$ cat src/rtl/dmem_init_loader_pkg.sv
// Shared definitions for the data-memory boot loader: FSM state encoding,
// write-enable constants and a small state-decode helper.
package dmem_init_loader_pkg;

  typedef enum logic [2:0] {
    ST_HDR   = 3'd0,
    ST_DATA  = 3'd1,
    ST_WRITE = 3'd2,
    ST_CSUM  = 3'd3,
    ST_DONE  = 3'd4,
    ST_ERR   = 3'd5
  } state_e;

  localparam logic [3:0] WEN_FULL = 4'hf;
  localparam logic [3:0] WEN_NONE = 4'h0;

  // States in which the loader is collecting stream bytes.
  function automatic logic accepts_bytes(input state_e s);
    return (s == ST_HDR) || (s == ST_DATA) || (s == ST_CSUM);
  endfunction

endpackage

$ cat src/rtl/dmem_init_loader_if.sv
// Byte-stream input and memory init-port output of the boot loader.
// master = stream source / memory side (bench), slave = loader.
interface dmem_init_loader_if;
  logic        i_byte_valid;
  logic [7:0]  i_byte;
  logic        o_byte_ready;
  logic        i_stall;
  logic [3:0]  o_init_wen;
  logic [31:0] o_init_addr;
  logic [31:0] o_init_data;
  logic        o_init_done;
  logic        o_error;

  modport master (
    output i_byte_valid, i_byte, i_stall,
    input  o_byte_ready, o_init_wen, o_init_addr, o_init_data, o_init_done, o_error
  );

  modport slave (
    input  i_byte_valid, i_byte, i_stall,
    output o_byte_ready, o_init_wen, o_init_addr, o_init_data, o_init_done, o_error
  );
endinterface

$ cat src/rtl/dmem_init_loader_byte_word_assembler.sv
// Little-endian 32-bit field assembler. Counts accepted bytes with a 2-bit
// wrapping counter; on the 4th byte it strobes o_word_done for that same
// cycle with the completed word (the 4th byte forms bits [31:24]).
module byte_word_assembler (
  input  logic        i_clk,
  input  logic        i_rst,
  input  logic        i_accept,
  input  logic [7:0]  i_byte,
  output logic        o_word_done,
  output logic [31:0] o_word
);

  logic [1:0]  cnt_q;
  logic [23:0] low_q;

  assign o_word_done = i_accept && (cnt_q == 2'd3);
  assign o_word      = {i_byte, low_q};

  // Byte position counter; wraps 3->0 as each field completes.
  always_ff @(posedge i_clk) begin
    if (i_rst) cnt_q <= 2'd0;
    else if (i_accept) cnt_q <= cnt_q + 2'd1;
  end

  // Capture the three low bytes of the field in their LE lanes.
  always_ff @(posedge i_clk) begin
    if (i_accept) begin
      case (cnt_q)
        2'd0:    low_q[7:0]   <= i_byte;
        2'd1:    low_q[15:8]  <= i_byte;
        2'd2:    low_q[23:16] <= i_byte;
        default: low_q        <= low_q;
      endcase
    end
  end

endmodule

$ cat src/rtl/dmem_init_loader.sv
// Boot-time data-memory loader: parses a LE word-count header, assembles
// 32-bit words from the byte stream and writes them sequentially from
// BASE_ADDR. Optional build macro: DMEM_LOADER_CHECKSUM_EN adds a trailing
// 32-bit checksum (sum of written words mod 2^32) verified before done.
module dmem_init_loader
  import dmem_init_loader_pkg::*;
#(
  parameter logic [31:0] BASE_ADDR = 32'h0000_0000,
  parameter int          MAX_WORDS = 4096
) (
  input logic               i_clk,
  input logic               i_rst,
  dmem_init_loader_if.slave bus
);

  localparam logic [31:0] MAX_N = 32'(MAX_WORDS);

`ifdef DMEM_LOADER_CHECKSUM_EN
  localparam state_e ST_END = ST_CSUM;
`else
  localparam state_e ST_END = ST_DONE;
`endif

  state_e      state_q, state_d;
  logic [31:0] idx_q, idx_d;
  logic [31:0] n_q, n_d;
  logic [31:0] word;
  logic        word_done;
  logic        byte_fire;
  logic        wr_fire;

  assign byte_fire = bus.i_byte_valid && bus.o_byte_ready;
  assign wr_fire   = (state_q == ST_WRITE) && !bus.i_stall;

  byte_word_assembler u_asm (
    .i_clk       (i_clk),
    .i_rst       (i_rst),
    .i_accept    (byte_fire),
    .i_byte      (bus.i_byte),
    .o_word_done (word_done),
    .o_word      (word)
  );

`ifdef DMEM_LOADER_CHECKSUM_EN
  logic [31:0] sum_q;

  // Running sum of every word the memory has accepted.
  always_ff @(posedge i_clk) begin
    if (i_rst) sum_q <= 32'd0;
    else if (wr_fire) sum_q <= sum_q + bus.o_init_data;
  end
`endif

  // Next-state logic: header parse, word collection, write handshake.
  always_comb begin
    state_d = state_q;
    idx_d   = idx_q;
    n_d     = n_q;
    case (state_q)
      ST_HDR: begin
        if (word_done) begin
          n_d = word;
          if (word == 32'd0)      state_d = ST_END;
          else if (word > MAX_N)  state_d = ST_ERR;
          else                    state_d = ST_DATA;
        end
      end
      ST_DATA: begin
        if (word_done) state_d = ST_WRITE;
      end
      ST_WRITE: begin
        if (wr_fire) begin
          idx_d   = idx_q + 32'd1;
          state_d = (idx_d == n_q) ? ST_END : ST_DATA;
        end
      end
`ifdef DMEM_LOADER_CHECKSUM_EN
      ST_CSUM: begin
        if (word_done) state_d = (word == sum_q) ? ST_DONE : ST_ERR;
      end
`endif
      ST_DONE: state_d = ST_DONE;
      ST_ERR:  state_d = ST_ERR;
      default: state_d = ST_ERR;
    endcase
  end

  // FSM state, word index and header count registers.
  always_ff @(posedge i_clk) begin
    if (i_rst) begin
      state_q <= ST_HDR;
      idx_q   <= 32'd0;
      n_q     <= 32'd0;
    end else begin
      state_q <= state_d;
      idx_q   <= idx_d;
      n_q     <= n_d;
    end
  end

  // Registered outputs, decoded from the next state so they align with it.
  always_ff @(posedge i_clk) begin
    if (i_rst) begin
      bus.o_byte_ready <= 1'b1;
      bus.o_init_wen   <= WEN_NONE;
      bus.o_init_addr  <= BASE_ADDR;
      bus.o_init_data  <= 32'd0;
      bus.o_init_done  <= 1'b0;
      bus.o_error      <= 1'b0;
    end else begin
      bus.o_byte_ready <= accepts_bytes(state_d);
      bus.o_init_wen   <= (state_d == ST_WRITE) ? WEN_FULL : WEN_NONE;
      bus.o_init_addr  <= BASE_ADDR + {idx_d[29:0], 2'b00};
      if ((state_d == ST_WRITE) && (state_q != ST_WRITE))
        bus.o_init_data <= word;
      bus.o_init_done  <= (state_d == ST_DONE);
      bus.o_error      <= (state_d == ST_ERR);
    end
  end

endmodule

$ cat src/flat_wrapper.sv
// flat-port wrapper written by rule: the top's interface ports become plain ports
module dmem_init_loader_flat import dmem_init_loader_pkg::*;
#(
  parameter logic [31:0] BASE_ADDR = 32'h0000_0000,
  parameter int          MAX_WORDS = 4096
)
  (i_clk, i_rst, bus_i_byte_valid, bus_i_byte, bus_i_stall, bus_o_byte_ready, bus_o_init_wen, bus_o_init_addr, bus_o_init_data, bus_o_init_done, bus_o_error);
  dmem_init_loader_if bus_i ();
  input logic i_clk;
  input logic i_rst;
  input wire logic [$bits(bus_i.i_byte_valid)-1:0] bus_i_byte_valid;
  input wire logic [$bits(bus_i.i_byte)-1:0] bus_i_byte;
  input wire logic [$bits(bus_i.i_stall)-1:0] bus_i_stall;
  output wire logic [$bits(bus_i.o_byte_ready)-1:0] bus_o_byte_ready;
  output wire logic [$bits(bus_i.o_init_wen)-1:0] bus_o_init_wen;
  output wire logic [$bits(bus_i.o_init_addr)-1:0] bus_o_init_addr;
  output wire logic [$bits(bus_i.o_init_data)-1:0] bus_o_init_data;
  output wire logic [$bits(bus_i.o_init_done)-1:0] bus_o_init_done;
  output wire logic [$bits(bus_i.o_error)-1:0] bus_o_error;
  assign bus_i.i_byte_valid = bus_i_byte_valid;
  assign bus_i.i_byte = bus_i_byte;
  assign bus_i.i_stall = bus_i_stall;
  assign bus_o_byte_ready = bus_i.o_byte_ready;
  assign bus_o_init_wen = bus_i.o_init_wen;
  assign bus_o_init_addr = bus_i.o_init_addr;
  assign bus_o_init_data = bus_i.o_init_data;
  assign bus_o_init_done = bus_i.o_init_done;
  assign bus_o_error = bus_i.o_error;
  dmem_init_loader #(.BASE_ADDR(BASE_ADDR), .MAX_WORDS(MAX_WORDS)) u_core (.i_clk(i_clk), .i_rst(i_rst), .bus(bus_i));
endmodule
$ cat config.mk
export PLATFORM = sky130hd
export DESIGN_NAME = dmem_init_loader_flat
export DESIGN_NICKNAME = d
export VERILOG_FILES = /design/src/rtl/dmem_init_loader_pkg.sv /design/src/rtl/dmem_init_loader_if.sv /design/src/rtl/dmem_init_loader_byte_word_assembler.sv /design/src/rtl/dmem_init_loader.sv /design/src/flat_wrapper.sv
export SDC_FILE = /design/constraint.sdc
export NUM_CORES = 1
export LEC_CHECK = 0
export ABC_AREA = 1
export BUFFER_PORTS_ARGS = -buffer_cell sky130_fd_sc_hd__buf_4
export CAP_MARGIN = 20
export CORE_MARGIN = 4
export CORE_UTILIZATION = 50
export DETAILED_ROUTE_END_ITERATION = 8
export PLACE_DENSITY = 0.79
export REMOVE_ABC_BUFFERS = 1
export SYNTH_ARGS = -nofsm -noshare
export SYNTH_HDL_FRONTEND = slang
export SYNTH_SLANG_ARGS = --single-unit
export TNS_END_PERCENT = 10
$ cat constraint.sdc
create_clock -name i_clk -period 1.94 [get_ports i_clk]
set_input_delay 0.388 -clock i_clk [delete_from_list [all_inputs] [get_ports i_clk]]
set_output_delay 0.388 -clock i_clk [all_outputs]
set_load 0.02 [all_outputs]
==> run summary <==
Worst Path Required - 2.29 ns
Tot GR Track Use - 0.2612
Synth top area share - 0.3178
Finish-stage setup viols - 5
Pins Over Slew Limit - 0
GR Overflow Total - 0
Critical path's largest stage delay - 0.37 ns
Reg-to-Reg Start - u_core.bus.o_init_addr[3]
Crit-path max FO - 5
Hold_sp - bus_i_byte[1]
Final Instance Count excl. Fillers - 1298
Peak supply drop - 0.6188 mV
Metal1 wirelength - 8279 µm
Ys Warns - 0
Slew @ Worst Pin - 0.7202 ns
Seq/Total Area, Yosys - 0.4268
Vias per cell - 5.211
# port buffers - 80
Final WS setup - -0.2969 ns
Starting DRT DRC Count - 593
Clock tree buffer depth - 2
Min Hold Slack - 0.2077 ns
Cell accounting for the most synthesized area - dfxtp_1
Violated checks - negative setup slack
Number of global-route vias before repair - 6193
Worst EP arrival - 2.59 ns
Synth Register Bits - 129
Initial antenna violation count - 0
N_diodes - 0
H-tree levels - 4
Routed vias - 6764
Tmin final - 2.237 ns
Drt wl/cell - 15.01 µm
Leading cell type in the layout, fill and taps excluded - nand2_1
Clock Latency Late Sink - 0.42 ns
Pin count of the biggest net entering global routing - 83
Worst-path clk slew - 0.06 ns
Max_slew headroom - 0.5199
CP endpoint kind - flip-flop
Total power draw - 6.140 mW
WL met3 - 1582 µm
Share of layout cells above drive strength 1 - 0.2620
Antenna Violating Nets Remaining - 0
Placed cell count - 1259
Final period util - 1.153
Max Clk Rate - 447.0 MHz
Area Overhead vs Synth - 32.12%
Residual DRC count - 0
Root Driver - clkbuf_16
Synth unique cells - 32
# IOs - 83
Drt pass-1 iters - 5
Die W - 123.0 µm
Detail Placement HPWL - 13790 µm
Clock Skew - 0.007493 ns
DP Area - 7913 µm²
CTS buffer count - 17
CP dominant cell by count - nand2_1
Outcome - finished with violations
Synthesized cell area - 6614 µm²
CP Launch Type - flip-flop
Kind of critical path - flip-flop to flip-flop
Starting Density - 0.5178
Metal2 WL - 9216 µm
Final count of hold timing violations - 0
Largest cells by area after synthesis - dfxtp_1 32%, nand2_1 13%, edfxtp_1 11%, nor2_1 9.4%, o21ai_0 7.3%
Post-Route WL - 19490 µm
Leakage Power - 4.109 nW
Post-Syn Area per Cell - 6.868 µm²
GP Congestion - 0.9584
Die height - 123.0 µm
Mapped Cells - 963
Global-route wire length before repair - 30800 µm
CP cell instances - buf_6 -> nand2_4 -> nor2_4 -> nand2_4 -> nor2_8 -> nand2_1 -> nand2_1 -> nand2_1 -> nand2_2 -> nand2_1 -> nor2_1 -> nand2_1 -> nor2_1 -> nand3_1 -> nand2_1 -> nand2_2 -> nor2_1
PwrDens - 702.6 nW/µm²
Max Cap Viol - 0
Clock tree from TritonCTS - built
Die area - 15130 µm²
CP Launch Point - u_core.bus.o_init_addr[3]
Core area - 12770 µm²
Max Used Layer - met4
Final net count - 1131
Clock Sinks - 129
RSZ-0062 raised after global routing - yes
CP max-delay cell - dfxtp_4
Hold WC Path Type - input pin to flip-flop
Most frequent cells in the layout - 202 x nand2_1, 184 x buf_4, 152 x nor2_1, 101 x inv_1, 94 x o21ai_0
Final instance area - 8738 µm²
Util after Layout - 0.6841
FP Rows - 41
metal layers:
metal | vias up | global-route usage
met2 | 303 | 0.4233
met1 | 3063 | 0.3505
li1 | 3363 | -
met4 | 0 | 0.09412
met5 | - | 0
met3 | 35 | 0.04849
cells by family (layout without fill, tap and decap cells):
kind of cell / count (synthesis) / in the layout / share of synthesized area
simple gates: 495 / 496 / 0.3159
buf+inv: 168 / 329 / 0.1154
compound gates: 160 / 160 / 0.1247
flops: 129 / 129 / 0.4268
fa+ha+maj: 6 / 6 / 0.01135
xor+xnor: 4 / 4 / 0.005298
other cells: 1 / 2 / 0.0005670
state kept, by name (all words and copies together) (netlist names):
name and flops:
u_core.bus.o_byte_ready 1, u_core.bus.o_error 1, u_core.bus.o_init_addr 30, u_core.bus.o_init_data 32, u_core.bus.o_init_done 1, u_core.bus.o_init_wen 1
u_core.idx_q 2, u_core.n_q 32, u_core.state_q 3, u_core.u_asm.cnt_q 2, u_core.u_asm.low_q 24
where the power goes:
| part | internal (mW) | switching [mW] |
|---|---|---|
| Clock | 1.73 | 1.28 |
| Sequential | 2.78 | 0.0425 |
| Combinational | 0.107 | 0.196 |
| Total | 4.62 | 1.52 |
critical path: cells and delay by family, from the launching register on:
family,cells,cell delay (ns)
simple gates,16,1.66
flops,1,0.37
buf+inv,1,0.12
final timing paths:
path / end / slack [ns] / depth (start not counted)
max: u_core.bus.o_error / -0.30 / 17
min: u_core.u_asm.low_q[9] / 0.21 / 1
max reg2reg: u_core.bus.o_error / -0.30 / 17
min reg2reg: u_core.n_q[8] / 0.47 / 2
cell usage after synthesis, drive strengths merged:
library cell	number
a21oi	54
and2	1
buf	38
inv	102
nor4	7
nand2	229
nor3b	2
nand3	64
nor3	3
a31oi	1
clkinv	3
dfxtp	105
o211ai	5
clkbuf	25
o21bai	2
xor2	2
o21ai	96
edfxtp	24
a21boi	2
nand4	5
nor2	173
nand3b	11
xnor2	2
conb	1
ha	6
metrics by stage:
step	setup TNS (ns)	setup slack [ns]
2_1_floorplan	-30.61	-1.031
3_3_place_gp	-1.066	-0.2764
3_5_place_dp	-1.378	-0.2994
4_1_cts	-0.8405	-0.2096
5_1_grt	-2.145	-0.4806
6_report	-1.277	-0.2969
timing repair:
item	in CTS	in global routing
setup endpoints to repair	5	6
gates cloned	1	0
endpoints found under the hold margin	0	0
setup buffers	2	4
pin swaps	14	30
hold buffers	0	0
gates resized for setup	29	46
cell type report:
cell class | count | area (µm²)
clock buffer | 19 | 454.2
tap | 172 | 215.2
fill | 1017 | 4035
multi-input combinational | 668 | 3223
inverter | 105 | 394.1
clock inverter | 13 | 100.1
sequential | 129 | 2845
timing repair buffer | 192 | 1506
(Power assumes the default switching activity.)
